<file path="src/rtl/alu_seq.sv">
// rtl/alu_seq.sv - instruction sequencer driving a combinational 4-bit ALU
module alu_seq #(
  parameter int DW  = 4,
  parameter int RAW = 2
) (
  input  logic           clk,
  input  logic           rst,
  input  logic           instr_valid,
  output logic           instr_ready,
  input  logic [2:0]     instr_op,
  input  logic [RAW-1:0] instr_rd,
  input  logic [RAW-1:0] instr_ra,
  input  logic [RAW-1:0] instr_rb,
  input  logic           instr_usec,
  input  logic           ld_en,
  input  logic [RAW-1:0] ld_addr,
  input  logic [DW-1:0]  ld_data,
  output logic [DW-1:0]  alu_a,
  output logic [DW-1:0]  alu_b,
  output logic           alu_c,
  output logic [2:0]     alu_s,
  input  logic [DW-1:0]  alu_o,
  input  logic           alu_cout,
  output logic           done,
  output logic [DW-1:0]  result,
  output logic           cflag,
  input  logic [RAW-1:0] rd_addr,
  output logic [DW-1:0]  rd_data
);

  localparam int NREG = 2 ** RAW;

  localparam logic [1:0] IDLE = 2'd0;
  localparam logic [1:0] EXEC = 2'd1;
  localparam logic [1:0] WB   = 2'd2;

  localparam logic [2:0] OP_ADD = 3'd1;
  localparam logic [2:0] OP_ROT = 3'd5;

  logic [1:0]     state;
  logic [RAW-1:0] rd_q;
  logic [2:0]     op_q;
  logic [DW-1:0]  regf [NREG];
  logic           accept;

  assign instr_ready = (state == IDLE);
  assign accept      = instr_valid & instr_ready;
  assign rd_data     = regf[rd_addr];

  // Sequencing: accept in IDLE, let the ALU settle in EXEC, hold done through WB.
  always_ff @(posedge clk or posedge rst) begin
    if (rst) begin
      state <= IDLE;
      rd_q  <= '0;
      op_q  <= '0;
      done  <= 1'b0;
    end else begin
      case (state)
        IDLE: begin
          if (accept) begin
            rd_q  <= instr_rd;
            op_q  <= instr_op;
            state <= EXEC;
          end
        end
        EXEC: begin
          done  <= 1'b1;
          state <= WB;
        end
        WB: begin
          done  <= 1'b0;
          state <= IDLE;
        end
        default: begin
          done  <= 1'b0;
          state <= IDLE;
        end
      endcase
    end
  end

  // ALU drive registers: loaded only on accept so they hold between instructions.
  always_ff @(posedge clk or posedge rst) begin
    if (rst) begin
      alu_a <= '0;
      alu_b <= '0;
      alu_c <= 1'b0;
      alu_s <= '0;
    end else if (accept) begin
      alu_a <= regf[instr_ra];
      alu_b <= regf[instr_rb];
      alu_s <= instr_op;
      alu_c <= instr_usec ? cflag : 1'b0;
    end
  end

  // Result and carry capture at the end of EXEC; only ADD and ROT produce a carry.
  always_ff @(posedge clk or posedge rst) begin
    if (rst) begin
      result <= '0;
      cflag  <= 1'b0;
    end else if (state == EXEC) begin
      result <= alu_o;
      if (op_q == OP_ADD || op_q == OP_ROT) begin
        cflag <= alu_cout;
      end
    end
  end

  // Register file: the writeback is assigned after the load so it wins a same-edge collision.
  always_ff @(posedge clk or posedge rst) begin
    if (rst) begin
      for (int i = 0; i < NREG; i++) begin
        regf[i] <= '0;
      end
    end else begin
      if (ld_en) begin
        regf[ld_addr] <= ld_data;
      end
      if (state == EXEC) begin
        regf[rd_q] <= alu_o;
      end
    end
  end

endmodule

</file>
<file path="config.mk">
export PLATFORM = sky130hd
export DESIGN_NAME = alu_seq
export DESIGN_NICKNAME = d
export VERILOG_FILES = /design/src/rtl/alu_seq.sv
export SDC_FILE = /design/constraint.sdc
export NUM_CORES = 1
export LEC_CHECK = 0
export CAP_MARGIN = 25
export CORE_ASPECT_RATIO = 0.9
export CORE_MARGIN = 10
export CORE_UTILIZATION = 45
export DETAILED_ROUTE_END_ITERATION = 8
export GPL_TIMING_DRIVEN = 0
export PLACE_DENSITY = 0.75
export SYNTH_ARGS = -nofsm -noshare
export SYNTH_HDL_FRONTEND = slang
export SYNTH_SLANG_ARGS = --single-unit
</file>
<file path="constraint.sdc">
create_clock -name clk -period 2.2 [get_ports clk]
set_clock_uncertainty 0.1 [all_clocks]
set_input_delay 0.33 -clock clk [delete_from_list [all_inputs] [get_ports clk]]
set_output_delay 0.33 -clock clk [all_outputs]
set_load 0.005 [all_outputs]
</file>
==> results.sh, run 1 <==
export IMPL_placed_area_sq_mm=0.002496
export IMPL_cts_sinks=38
export IMPL_multi_input_area_sq_um=918.4
export IMPL_antenna_found_initial=0
export IMPL_dpl_cell_count=240
export IMPL_synth_seq_cells=38
export IMPL_async_flop_share_pct=100.0
export IMPL_cts_tree="built"
export IMPL_ff_latch_area_sq_um=950.9
export IMPL_clk_pin_slew_worst_paths_ps=70
export IMPL_status="finished clean"
export IMPL_gr_usage_met3_pct=4.946
export IMPL_power_density_mw_per_mm2=1061
export IMPL_cp_arrival_ps=1680
export IMPL_ant_nets=0
export IMPL_report_power_total_w=0.002726
export IMPL_clk_path_buf_depth=2
export IMPL_syn2layout_area_growth_pct=33.99
export IMPL_grt_use_total_pct=13.77
export IMPL_dieArea_sq_mm=0.007277
export IMPL_drc=0
export IMPL_crit_chain="dlygate4sd2_1 -> mux4_2 -> clkdlybuf4s50_1"
export IMPL_grt_pass1_vias=1469
export IMPL_crit_slowest_cell="mux4_2"
export IMPL_final_area_sq_mm=0.002570
export IMPL_num_vias=1371
export IMPL_grt_use_met2_pct=21.04
export IMPL_yosysWarnings=0
export IMPL_path_class="input pin to output port"
export IMPL_wire_per_inst_um=19.04
export IMPL_n_fill_cell=312
export IMPL_timing_rr_end="cflag"
export IMPL_vias_per_cell=5.551
export IMPL_root_buffer="clkbuf_8"
export IMPL_synthTopCellsByArea="dfrtp_1 50%, mux4_2 14%, mux2i_1 8.3%"
export IMPL_reg2reg_depth=4
export IMPL_synth_cell_types=21
export IMPL_synthDominantCellAreaShare_pct=49.58
export IMPL_hold_violations=0
export IMPL_holdCritPathClass="input pin to asynchronous set/reset pin"
export IMPL_syn_area_sq_mm=0.001918
export IMPL_use_met1_pct=17.95
export IMPL_leakage_nw=1.134
export IMPL_ir_worst_vdd_uv=499.7
export IMPL_syn_inst=142
export IMPL_rrSetupSlack_ps=450
export IMPL_cap_violations=0
export IMPL_crit_path_max_fanout=4
export IMPL_coreArea_sq_mm=0.004101
export IMPL_grt_first_pass_wirelength_um=7659
export IMPL_die_y_um=81.94
export IMPL_synth_fp_nets=169
export IMPL_layout_cells_non_filler=247
export IMPL_timing_rr_start="state[1]"
export IMPL_critPathRequiredTime_ps=1770
export IMPL_numCtsBuffers=5
export IMPL_n_antenna_cell=0
export IMPL_grt_overflow=0
export IMPL_critPathLaunchType="input pin"
export IMPL_grt_busiest_layer="met2"
export IMPL_grt_max_degree=26
export IMPL_cts_setup_buffers=0
export IMPL_relSlewSlack_pct=59.52
export IMPL_final_nets=226
export IMPL_ios=50
export IMPL_slew_violations=0
export IMPL_routed_wl_um=4703
export IMPL_ys_seq_area_share_pct=49.58
export IMPL_yosysTopAreaCell="dfrtp_1"
export IMPL_fp_dieW_um=88.82
export IMPL_end_kind="output port"
export IMPL_timing_final_crit_share_pct=96.09
export IMPL_htreeDepth=2
export IMPL_avgSynthCellArea_sq_um=13.51
export IMPL_rows=22
export IMPL_rsz0062_at_grt="false"
export IMPL_holdWs_ps=310.2
export IMPL_finalSetupViolCount=0
export IMPL_fin_crit_ps=2114
export IMPL_synth_edf_count=0
export IMPL_start_util_pct=46.77
export IMPL_layout_drive_gt1_share_pct=20.10
export IMPL_drt_pass1_iterations=4
export IMPL_fmax_mhz=473.0
export IMPL_io_buffers=49
export IMPL_synthTopCellsByCount="38 x dfrtp_1, 16 x mux2i_1, 14 x nand2_1"
export IMPL_slowest_delay_ps=540
export IMPL_hpwl_um=3745
export IMPL_tightest_slew_ps=605.5
export IMPL_clock_latency_ps=290
export IMPL_drt_iter0_markers=30
export IMPL_place_congestion=0.9118
export IMPL_ys_flop_type="dfrtp_1"
export IMPL_yosysMostFrequentCell="dfrtp_1"
==> placed cells by master, fill, tap and decap left out, types with 2 or more instances in the layout <==
master,synthesis,final
clkdlybuf4s50_1,0,47
nor2_1,7,7
o21ai_0,13,13
dlygate4sd2_1,0,2
dfrtp_1,38,38
mux2i_1,16,16
a21oi_1,4,4
nand3b_1,2,2
inv_1,3,3
buf_6,2,2
mux2_4,7,7
mux4_2,12,12
nand2_1,14,14
mux2_2,11,11
clkbuf_1,4,6
clkbuf_8,0,5
nor4bb_1,2,2
==> worst max-delay path, delay by kind of cell <==
kind | cells | cell delay, ps
buffers and inverters | 2 | 820
muxes | 1 | 540
==> through the flow <==
step	util [%]	setup TNS (ps)	setup slack [ps]
2_1_floorplan	-	0	618.4
3_3_place_gp	60.19	-728.7	-185.0
3_5_place_dp	60.86	-746.8	-193.9
4_1_cts	62.66	0	79.01
5_1_grt	62.66	0	21.46
6_report	62.66	0	85.92
==> what timing repair did <==
action / 4_1_cts / 5_1_grt
resized for setup: 2 / 0
setup endpoints to repair: 4 / 0
hold buffers: 0 / 0
==> final cells by class <==
type	count	area share, %
plain buffers	6	1.461
well taps	48	2.337
inverters	3	0.4382
clock buffers	7	2.970
flip-flops and latches	38	37.00
multi-input cells	95	35.74
repair buffers	50	20.06
==> metal layers <==
metal  up-vias  share of wire (%)
li1        637                  -
met1       674                 46
met2        54                 45
met3         6                8.4
met4         0                1.2
met5         -                  0
==> cells by family after synthesis <==
group | Yosys count | synth area share [%]
buffers and inverters | 9 | 2.544
muxes | 46 | 34.38
DFF | 38 | 49.58
AOI/OAI and AO/OA | 17 | 4.436
and+or+nand+nor | 32 | 9.067
==> power by group <==
group	switching [W]	leakage, nW	total (W)	internal [W]
Combinational	0.000313	0.643	0.00105	0.000735
Sequential	0.000248	0.453	0.00123	0.000977
Clock	0.000235	0.0383	0.000453	0.000218
Total	0.000796	1.13	0.00273	0.00193
==> worst max path at each step <==
stage               startpoint          to  slack, ps  cells past startpoint
floorplan             state[0]    alu_a[0]        620                      4
global placement    rd_addr[0]  rd_data[2]       -190                      3
detailed placement  rd_addr[0]  rd_data[1]       -190                      3
CTS                 rd_addr[1]  rd_data[0]         80                      3
global route        rd_addr[1]  rd_data[0]         20                      3
finish              rd_addr[1]  rd_data[0]         90                      3
==> state kept, by name, summed over array words and instances (netlist names) <==
register,cells
op_q,3
alu_c,1
cflag,1
regf,16
result,4
rd_q,2
alu_a,4
alu_b,4
done,1
state,2
(Power assumes the default switching activity.)
==> run 2, diff against run 1 <==
- CORE_UTILIZATION: 45 -> 44
- PLACE_DENSITY: 0.75 -> 0.76
- clock period: 2.2 -> 1.9 ns (I/O delays scaled with it)
==> results.sh, run 2 (same netlist as run 1, synthesis figures left out) <==
export IMPL_clock_latency_ps=300
export IMPL_pwr_share_clk_pct=17.3
export IMPL_grt_pass1_vias=1463
export IMPL_rrSetupSlack_ps=220
export IMPL_tightest_slew_ps=895.5
export IMPL_clk_path_buf_depth=2
export IMPL_n_antenna_cell=0
export IMPL_cp_arrival_ps=1470
export IMPL_antenna_found_initial=0
export IMPL_layout_common_cells="43 x clkdlybuf4s50_1, 38 x dfrtp_1, 16 x mux2i_1"
export IMPL_report_power_total_w=0.003280
export IMPL_grt_use_total_pct=14.00
export IMPL_relSlewSlack_pct=40.24
export IMPL_ios=50
export IMPL_internal_power_w=0.002321
export IMPL_fp_dieW_um=89.60
export IMPL_hold_violations=0
export IMPL_crit_slowest_cell="mux4_2"
export IMPL_power_density_mw_per_mm2=1245
export IMPL_n_fill_cell=341
export IMPL_critPathRequiredTime_ps=1510
export IMPL_ant_nets=0
export IMPL_timing_rr_end="op_q[0]"
export IMPL_slowest_delay_ps=480
export IMPL_start_util_pct=46.15
export IMPL_path_delay_family="multiplexers"
export IMPL_crit_path_max_fanout=4
export IMPL_finalSetupViolCount=0
export IMPL_top_register="regf"
export IMPL_pwr_share_comb_pct=40.6
export IMPL_largest_reg_flops=16
export IMPL_p_sw_w=0.0009583
export IMPL_worst_slack_ps=44.58
export IMPL_leakage_nw=1.179
export IMPL_grt_overflow=0
export IMPL_path_class="register to output port"
export IMPL_status="finished clean"
export IMPL_io_buffers=49
export IMPL_reg2reg_depth=4
export IMPL_fmax_mhz=539.0
export IMPL_holdCritPathClass="input pin to asynchronous set/reset pin"
export IMPL_crit_chain="mux4_2 -> dlygate4sd2_1"
export IMPL_cap_violations=0
export IMPL_routed_wl_um=4887
export IMPL_placed_area_sq_mm=0.002499
export IMPL_timing_final_crit_share_pct=97.65
export IMPL_grt_first_pass_wirelength_um=7748
export IMPL_switching_share_pct=29.22
export IMPL_grt_max_degree=25
export IMPL_root_buffer="clkbuf_8"
export IMPL_final_common_cell="clkdlybuf4s50_1"
export IMPL_clk_pin_slew_worst_paths_ps=70
export IMPL_dp_slack_ps=-384.4
export IMPL_wire_per_inst_um=18.30
export IMPL_coreArea_sq_mm=0.004156
export IMPL_dieArea_sq_mm=0.007404
export IMPL_ir_worst_vdd_uv=622.2
export IMPL_fin_crit_ps=1855
export IMPL_final_area_sq_mm=0.002635
export IMPL_cts_tree="built"
export IMPL_syn2layout_area_growth_pct=37.38
export IMPL_htreeDepth=2
export IMPL_crit_buf_inv=1
export IMPL_die_y_um=82.64
export IMPL_end_kind="output port"
export IMPL_numCtsBuffers=5
export IMPL_num_vias=1397
export IMPL_layout_drive_gt1_share_pct=23.67
export IMPL_timing_rr_start="state[0]"
export IMPL_cts_sinks=38
export IMPL_final_nets=233
export IMPL_slew_violations=0
export IMPL_drt_pass1_iterations=4
export IMPL_drt_iter0_markers=101
export IMPL_place_congestion=0.8322
export IMPL_p_seq_share_pct=42.1
export IMPL_rows=22
export IMPL_hpwl_um=3822
export IMPL_critPathLaunchType="register"
export IMPL_drc=0
export IMPL_vias_per_cell=5.232
[run 2: cell count changes in the layout (fill, tap and decap cells not counted)]
cell | before | now
buf_4 | 0 | 7
buf_8 | 0 | 1
clkinv_2 | 0 | 1
dlygate4sd2_1 | 2 | 6
clkbuf_1 | 6 | 5
clkbuf_8 | 5 | 6
clkdlybuf4s50_1 | 47 | 43
buf_16 | 1 | 0
[run 2: power groups by stage]
stage / Combinational (W) / Clock, W / Sequential (W)
final: 0.00133 / 0.000566 / 0.00138
after global routing: 0.00144 / 0.000620 / 0.00142
after CTS: 0.00132 / 0.000580 / 0.00138
after detailed placement: 0.00124 / 0 / 0.00142
after global placement: 0.00120 / 0 / 0.00139
after floorplan: 0.000632 / 0 / 0.00135
[run 2: repair_timing]
item | in CTS | in global routing
gates resized for setup | 6 | 0
hold buffers | 0 | 0
pin swaps | 0 | 0
endpoints found under the setup margin | 4 | 1
buffers inserted | 5 | 2
hold endpoints to repair | 0 | 0
[run 2: routing by layer]
layer	track usage (%)	up-vias	part of all wire, %
met5	0	-	0
met1	16.72	697	43
li1	-	652	-
met2	22.68	40	48
met4	5.238	0	1.2
met3	5.186	8	8.2
[run 2: area by class of cell]
| class | instances | area, sq um | area share, % |
|---|---|---|---|
| buffer | 6 | 37.54 | 1.424 |
| clock buffer | 7 | 86.33 | 3.276 |
| clock inverter | 1 | 5.005 | 0.1899 |
| inverter | 3 | 11.26 | 0.4273 |
| multi-input combinational | 95 | 918.4 | 34.85 |
| sequential | 38 | 950.9 | 36.09 |
| tap | 60 | 75.07 | 2.849 |
| timing repair buffer | 57 | 550.5 | 20.89 |
[run 2: worst max path at each step]
stage               start          to  slack [ps]  cells after the start
6_report          regf[3]  rd_data[3]          40                      2
3_3_place_gp   rd_addr[1]  rd_data[3]        -390                      3
4_1_cts           regf[3]  rd_data[3]          40                      2
5_1_grt           regf[8]  rd_data[0]          -2                      2
2_1_floorplan    state[0]    alu_a[0]         320                      4
3_5_place_dp   rd_addr[1]  rd_data[3]        -380                      3
[run 2: worst reg2reg max path: cells and delay by family, from the launching register on]
| kind | cells | cell delay (ps) |
|---|---|---|
| mux | 1 | 300 |
| buf+inv | 2 | 300 |
| simple gates | 1 | 410 |
| flops | 1 | 450 |
[run 2: stage by stage]
step | instances | hold WS, ps | setup TNS, ps | utilization [%]
2_1_floorplan | 142 | 301.8 | 0 | -
3_3_place_gp | 251 | 367.7 | -5976 | 59.75
3_5_place_dp | 252 | 373.9 | -2294 | 60.11
4_1_cts | 265 | 390.0 | 0 | 63.03
5_1_grt | 267 | 414.3 | -1.845 | 63.40
6_report | 267 | 385.6 | 0 | 63.40
==> run 3, diff against run 2 <==
- REMOVE_ABC_BUFFERS: not set -> 1
- TNS_END_PERCENT: not set -> 30
==> results.sh, run 3 (same netlist as run 1, synthesis figures left out) <==
export IMPL_status="finished clean"
export IMPL_final_common_cell="clkdlybuf4s50_1"
export IMPL_dieArea_sq_mm=0.007404
export IMPL_grt_max_degree=26
export IMPL_cap_violations=0
export IMPL_wire_per_inst_um=16.85
export IMPL_report_power_total_w=0.003142
export IMPL_end_kind="output port"
export IMPL_finalSetupViolCount=0
export IMPL_multi_input_area_sq_um=930.9
export IMPL_fin_crit_ps=1847
export IMPL_drt_pass1_iterations=4
export IMPL_reg2reg_depth=2
export IMPL_timing_final_crit_share_pct=97.20
export IMPL_layout_drive_gt1_share_pct=22.56
export IMPL_slew_violations=0
export IMPL_cts_tree="built"
export IMPL_top_register="regf"
export IMPL_crit_slowest_cell="mux4_2"
export IMPL_path_class="register to output port"
export IMPL_fp_dieW_um=89.60
export IMPL_grt_pass1_vias=1431
export IMPL_drt_iter0_markers=92
export IMPL_worst_slack_ps=53.28
export IMPL_crit_chain="mux4_2 -> dlygate4sd2_1"
export IMPL_timing_rr_end="alu_a[1]"
export IMPL_layout_cells_non_filler=255
export IMPL_grt_use_total_pct=12.21
export IMPL_n_fill_cell=341
export IMPL_routed_wl_um=4296
export IMPL_hpwl_um=3359
export IMPL_ff_latch_area_sq_um=950.9
export IMPL_final_nets=221
export IMPL_numCtsBuffers=5
export IMPL_die_y_um=82.64
export IMPL_ios=50
export IMPL_grt_first_pass_wirelength_um=6837
export IMPL_antenna_found_initial=0
export IMPL_rrSetupSlack_ps=110
export IMPL_critPathRequiredTime_ps=1510
export IMPL_htreeDepth=2
export IMPL_leakage_nw=1.134
export IMPL_cts_sinks=38
export IMPL_rsz0062_at_grt="false"
export IMPL_n_antenna_cell=0
export IMPL_clk_path_buf_depth=2
export IMPL_tightest_slew_ps=752.0
export IMPL_postCtsHoldBufs=0
export IMPL_fmax_mhz=541.5
export IMPL_syn2layout_area_growth_pct=34.05
export IMPL_io_buffers=49
export IMPL_crit_path_max_fanout=4
export IMPL_largest_reg_flops=16
export IMPL_vias_per_cell=5.165
export IMPL_relSlewSlack_pct=49.73
export IMPL_cp_arrival_ps=1460
export IMPL_drc=0
export IMPL_timing_rr_start="state[1]"
export IMPL_layout_common_cells="43 x clkdlybuf4s50_1, 38 x dfrtp_1, 16 x mux2i_1"
export IMPL_slowest_delay_ps=480
export IMPL_place_congestion=0.7703
export IMPL_coreArea_sq_mm=0.004156
export IMPL_root_buffer="clkbuf_8"
export IMPL_dpl_cell_count=246
export IMPL_grt_overflow=0
export IMPL_power_density_mw_per_mm2=1222
export IMPL_ir_worst_vdd_uv=603.9
export IMPL_clk_pin_slew_worst_paths_ps=70
export IMPL_clock_latency_ps=300
export IMPL_rows=22
export IMPL_critPathLaunchType="register"
export IMPL_hold_violations=0
export IMPL_dp_slack_ps=-379.7
export IMPL_start_util_pct=46.15
export IMPL_num_vias=1317
export IMPL_ant_nets=0
export IMPL_holdCritPathClass="input pin to asynchronous set/reset pin"
[run 3: timing repair]
item | in CTS | in global routing
gates resized for setup | 7 | 3
endpoints found under the setup margin | 8 | 16
gates cloned | 0 | 0
setup buffers | 1 | 0
[run 3: through the flow]
stage          instance area (sq um)  utilization, %  hold slack [ps]  TNS [ps]
2_1_floorplan                   1881               -            301.8         0
3_3_place_gp                    2446           58.85            369.4     -7868
3_5_place_dp                    2466           59.33            383.9     -3842
4_1_cts                         2564           61.68            259.8         0
5_1_grt                         2571           61.86            286.5         0
6_report                        2571           61.86            244.1         0
[run 3: how the worst max path moves through the flow]
stage                     startpoint          to  slack [ps]  depth (start not counted)
after floorplan             state[0]    alu_a[0]         250                          2
after global placement    rd_addr[0]  rd_data[2]        -380                          3
after detailed placement  rd_addr[0]  rd_data[1]        -380                          3
after CTS                    regf[0]  rd_data[0]          40                          2
after global routing         regf[2]  rd_data[2]           9                          2
final                        regf[0]  rd_data[0]          50                          2
[run 3: critical path, delay by kind of cell (launching register included)]
family                 cells  cell delay (ps)
muxes                      1              480
buffers and inverters      1              280
DFF                        1              410
[run 3: where the power goes]
group	total [W]	internal, W	switching (W)
Combinational	0.00119	0.000826	0.000363
Sequential	0.00138	0.00113	0.000251
Clock	0.000570	0.000292	0.000277
Total	0.00314	0.00225	0.000892
[run 3: final cells by class]
| class | instances | share of cell area (%) |
|---|---|---|
| multi-input combinational | 95 | 36.20 |
| clock inverter | 1 | 0.1946 |
| clock buffer | 7 | 3.358 |
| timing repair buffer | 51 | 19.90 |
| inverter | 3 | 0.4380 |
| tap | 60 | 2.920 |
| sequential | 38 | 36.98 |
[run 3: metal layers]
layer	part of all wire (%)	GRT usage, %	vias up	routed length (um)
met3	11	6.262	6	469
met2	45	19.49	44	1916
met5	0	0	-	0
met4	0.88	3.810	0	38
met1	44	14.04	641	1872
li1	-	-	626	-
==> RTL edit 1: new RTL, flow settings as in run 1 <==
Set the parameter `DW` to 6 (it was 4).
--- a/src/rtl/alu_seq.sv
+++ b/src/rtl/alu_seq.sv
@@ -2,3 +2,3 @@
 module alu_seq #(
-  parameter int DW  = 4,
+  parameter int DW  = 6,
   parameter int RAW = 2
Ports: changed (6 resized); port bits go from 50 to 62. No check against the original RTL was run, so the function may have changed too.
==> RTL edit 1 against run 1 <==
Synthesized cell count is 41% higher; setup slack worse by 0.039 ns; power is 36% higher; register-to-register slack better by 0.16 ns; critical path depth is 1 lower; die area is 32% higher; wire length is 31% higher; sequential cell count is 14 higher; sequential share of layout area is 0.57 points higher; area after synthesis is 42% higher; final area is 35% higher.
==> RTL edit 1: results (changes against run 1) <==
* Reg2reg path depth at 3 (-1)
* Actual slew at the worst max-slew pin at 0.521 ns (-0.0847 ns)
* Switching power at 1.09 mW (+37%)
* Inverters at 2 (-1)
* # nets final at 294 (+30%)
* Worst vdd ir at 0.596 mV (+19%)
* Met2 routed WL at 3030 um (+44%)
* Non-clock buffers, area share at 0.190 (-0.0248)
* Leak at 1.54 nW (+36%)
* Global-route wire length before repair at 10,200 um (+33%)
* Initial DRC Count at 128 (+330%)
* Area contributors post-synth: dfrtp_1 (48%), mux4_2 (11%), mux2_4 (9.4%)
* Status: completed
* Diode count at 0 (unchanged)
* Compound-gate portion of the synthesized area at 0.0459 (+0.00151)
* Met2 usage at 0.222 (+0.0114)
* Max FFs per register at 24 (+8)
* GRT Total Usage at 0.134 (-0.00324)
* GRT met3 Usage at 0.0353 (-0.0141)
* Root Buffer: clkbuf_8
* Multiplexer area fraction after synthesis at 0.366 (+0.0223)
* Layout cells sized above 1 at 0.217 (+0.0157)
* Cells after Synth at 200 (+41%)
* CLK BUF at 6 (-1)
* Comb_multi_in at 131 (+38%)
* Post-CTS sizing at 0 (-2)
* DRT met1 WL at 2720 um (+27%)
* IO buf count at 55 (+12%)
* Area of the multi-input gates at 0.00133 sq mm (+45%)
* Non-Filler Instances at 333 (+35%)
* GP Congestion at 0.755 (-17%)
* Cell variety after synth at 25 (+19%)
* Largest net degree at the start of global routing at 40 (+54%)
* Worst Path Arrival at 1.72 ns (+0.04 ns)
* Clock network area share at 0.0224 (-0.00730)
* Share of the synthesized area in the top cell type at 0.477 (-0.0187)
* Register area share after synthesis at 0.477 (-0.0187)
* Delay-heaviest family, CP: multiplexers
* Detailed Place HPWL at 5010 um (+34%)
* Clock transition at path regs at 0.09 ns (+0.02 ns)
* Vias in the first global route at 1,921 (+31%)
* Combinational-cell power consumption at 1.50 mW (+43%)
* Sequential power share at 0.461 (+0.011)
* Fillers at 481 (+54%)
* Via/cell ratio at 5.42 (-2.3%)
* Row cnt at 26 (+18%)
* Internal at 2.62 mW (+36%)
* Met3 wire length at 376 um (-4.3%)
* Sequential share of cell area at 0.376 (+0.00571)
* Met1 usage at 0.173 (-0.00698)
* Post-synthesis net count at 231 (+37%)
* Drt total wl at 6160 um (+31%)
* Post-synth top cells: dfrtp_1 (52), mux2i_1 (24), nand2_1 (20)
* Signal buffers at 71 (+27%)
* Worst path max stage delay at 0.51 ns (-0.03 ns)
* Clock Sink Count at 52 (+37%)
RTL edit 1: cell count changes after synthesis, moves of 2 or more:
cell	change
nor4bb_1	-2
o21ai_0	+6
and4bb_2	+2
buf_2	+5
mux2i_1	+8
mux2_2	-4
nand2_1	+6
nor2_1	+2
a21oi_1	+2
dfrtp_1	+14
mux4_1	+5
mux2_4	+10
RTL edit 1: final timing paths:
check | startpoint | end | slack, ns
hold reg to reg | alu_c | alu_c | 0.40
setup reg to reg | state[0] | alu_a[3] | 0.61
min in group clk | instr_ra[1] | alu_a[5] | 0.36
max in group asynchronous | rst | result[5] | 1.31
setup / recovery | regf[13] | rd_data[1] | 0.05
hold / removal | rst | op_q[2] | 0.19
RTL edit 1: per-stage QoR:
stage	hold slack, ns	instance area, sq um	worst slack (ns)
3_5_place_dp	0.384	3390	0.0356
2_1_floorplan	0.347	2730	0.512
5_1_grt	0.205	3460	0.00187
6_report	0.192	3460	0.0472
3_3_place_gp	0.365	3370	-0.446
4_1_cts	0.191	3460	0.0356
==> RTL edit 2: new RTL, flow settings as in run 1 <==
Made on the original files. Put one more register stage on the output `cflag`, with the module's reset. The value now appears one clock later. The other outputs are not delayed to match.
--- a/src/rtl/alu_seq.sv
+++ b/src/rtl/alu_seq.sv
@@ -38,2 +38,4 @@
   localparam logic [2:0] OP_ROT = 3'd5;
+
+  logic cflag_s0;
 
@@ -92,3 +94,3 @@
       alu_s <= instr_op;
-      alu_c <= instr_usec ? cflag : 1'b0;
+      alu_c <= instr_usec ? cflag_s0 : 1'b0;
     end
@@ -100,3 +102,3 @@
       result <= '0;
-      cflag  <= 1'b0;
+      cflag_s0 <= 1'b0;
     end else if (state == EXEC) begin
@@ -104,3 +106,3 @@
       if (op_q == OP_ADD || op_q == OP_ROT) begin
-        cflag <= alu_cout;
+        cflag_s0 <= alu_cout;
       end
@@ -125,2 +127,10 @@
 
+  always_ff @(posedge clk or posedge rst) begin
+    if (rst) begin
+      cflag <= '0;
+    end else begin
+      cflag <= cflag_s0;
+    end
+  end
+
 endmodule
Behaviour: not the same (Yosys sat finds a counterexample within 4 cycles, from zero or initial values and one cycle with rst high).
==> RTL edit 2 against run 1 <==
Hold slack gained 0.0068 ns; die area increased by 1.0%; sequential share of layout area increased by 0.94 points; final area is essentially flat; area after synthesis rose by 1.3%; global-route usage grew 0.20 points; wire length increased by 3.3%; power increased by 2.0%; setup slack worse by 0.032 ns; sequential cell count grew 1; non-clock buffer count fell by 1; critical path type unchanged; critical endpoint unchanged; largest power group unchanged.
==> RTL edit 2: results (changes against run 1) <==
* GRT Total Usage at 0.140 (+0.00199)
* Worst Hold Class: reg -> reg
* # Post-CTS Setup Buffers at 0 (unchanged)
* Wire per inst at 19.6 um (+2.9%)
* Max FFs per register at 16 (unchanged)
* H-tree Lvls at 2 (unchanged)
* Worst Path Arrival at 1.72 ns (+0.04 ns)
* Reg2reg path depth at 4 (unchanged)
* Root Buffer: clkbuf_8
* Layout cells sized above 1 at 0.205 (+0.00399)
* Asr flop ratio synth at 1.00 (unchanged)
* Worst vdd ir at 0.487 mV (-2.5%)
* Area contributors post-synth: dfrtp_1 (50%), mux4_2 (14%), mux2i_1 (8.2%)
* Worst R2R End: cflag_s0
* Hold slack at 0.317 ns (+0.00681 ns)
* Vias in the first global route at 1,564 (+6.5%)
* Post-synth top cells: dfrtp_1 (39), mux2i_1 (16), nand2_1 (14)
* Flop-to-flop setup slack at 0.51 ns (+0.06 ns)
* Yosys warns at 0 (unchanged)
* Total CTS buffers at 5 (unchanged)
* Initial DRC Count at 69 (+130%)
* Detailed Place HPWL at 3820 um (+2.1%)
* Actual slew at the worst max-slew pin at 0.787 ns (+0.182 ns)
* Worst-path fanout max at 4 (unchanged)
* Internal at 1.96 mW (+1.4%)
* Largest net degree at the start of global routing at 40 (+54%)
* HP Start: cflag_s0
* Top FF cell, synth: dfrtp_1
* GP Congestion at 0.898 (-1.6%)
* Leak at 1.14 nW (+0.19%)
* Post-synthesis net count at 170 (+0.59%)
* Global-route wire length before repair at 7760 um (+1.3%)
* Register area share after synthesis at 0.502 (+0.00649)
* Via/cell ratio at 5.73 (+3.2%)
* IO buf count at 49 (unchanged)
* Status: completed
-- RTL edit 2: cell count changes after synthesis --
cell	delta
dfrtp_1	+1
-- RTL edit 2: how the worst max path moves through the flow --
| stage | start | to | slack (ns) |
|---|---|---|---|
| 2_1_floorplan | state[0] | alu_a[0] | 0.62 |
| 3_3_place_gp | rd_addr[0] | rd_data[2] | -0.18 |
| 3_5_place_dp | rd_addr[1] | rd_data[3] | -0.22 |
| 4_1_cts | rd_addr[1] | rd_data[3] | 0.05 |
| 5_1_grt | rd_addr[1] | rd_data[3] | 0.01 |
| 6_report | rd_addr[1] | rd_data[0] | 0.05 |
-- RTL edit 2: worst max-delay path: stages --
cell and delay, ns:
dlygate4sd2_1 0.36, mux4_2 0.56, clkdlybuf4s50_1 0.46
-- RTL edit 2: layout make-up --
class | count | area, sq um
Fill cell | 339 | 1560
Sequential cell | 39 | 976
Multi-Input combinational cell | 95 | 918
Timing Repair Buffer | 49 | 488
Clock buffer | 7 | 76.3
Tap cell | 48 | 60.1
Buffer | 6 | 37.5
Inverter | 3 | 11.3
Clock inverter | 1 | 5.00
-- RTL edit 2: stage by stage --
stage	std cells	worst slack [ns]	util	total power, mW	cell area, sq um
floorplan	143	0.618	-	1.74	1940
global placement	240	-0.179	0.604	2.28	2490
detailed placement	240	-0.216	0.604	2.35	2490
CTS	248	0.0514	0.623	2.81	2570
global route	248	0.0123	0.623	2.94	2570
finish	248	0.0539	0.623	2.78	2570
-- RTL edit 2: layer usage --
layer,global-route usage,share of wire
met1,0.176,0.46
met2,0.223,0.46
met3,0.0470,0.074
met4,0.0444,0.010
met5,0,0
-- RTL edit 2: kinds of logic after synthesis --
group	share of synthesized area
multiplexers	0.339
flip-flops	0.502
AO/OA/AOI/OAI	0.0438
AND/OR/NAND/NOR	0.0895
buffers and inverters	0.0251
-- RTL edit 2: power by group through the flow --
stage	registers [mW]	logic (mW)	clock network, mW
after floorplan	1.20	0.546	0
after global placement	1.23	1.04	0
after detailed placement	1.27	1.08	0
after CTS	1.26	1.08	0.475
after global routing	1.30	1.15	0.494
final	1.26	1.06	0.466
-- RTL edit 2: repair_timing --
item / 4_1_cts / 5_1_grt
hold endpoints to repair: 0 / 0
hold buffers: 0 / 0
setup endpoints to repair: 4 / 0
resized for setup: 2 / 0
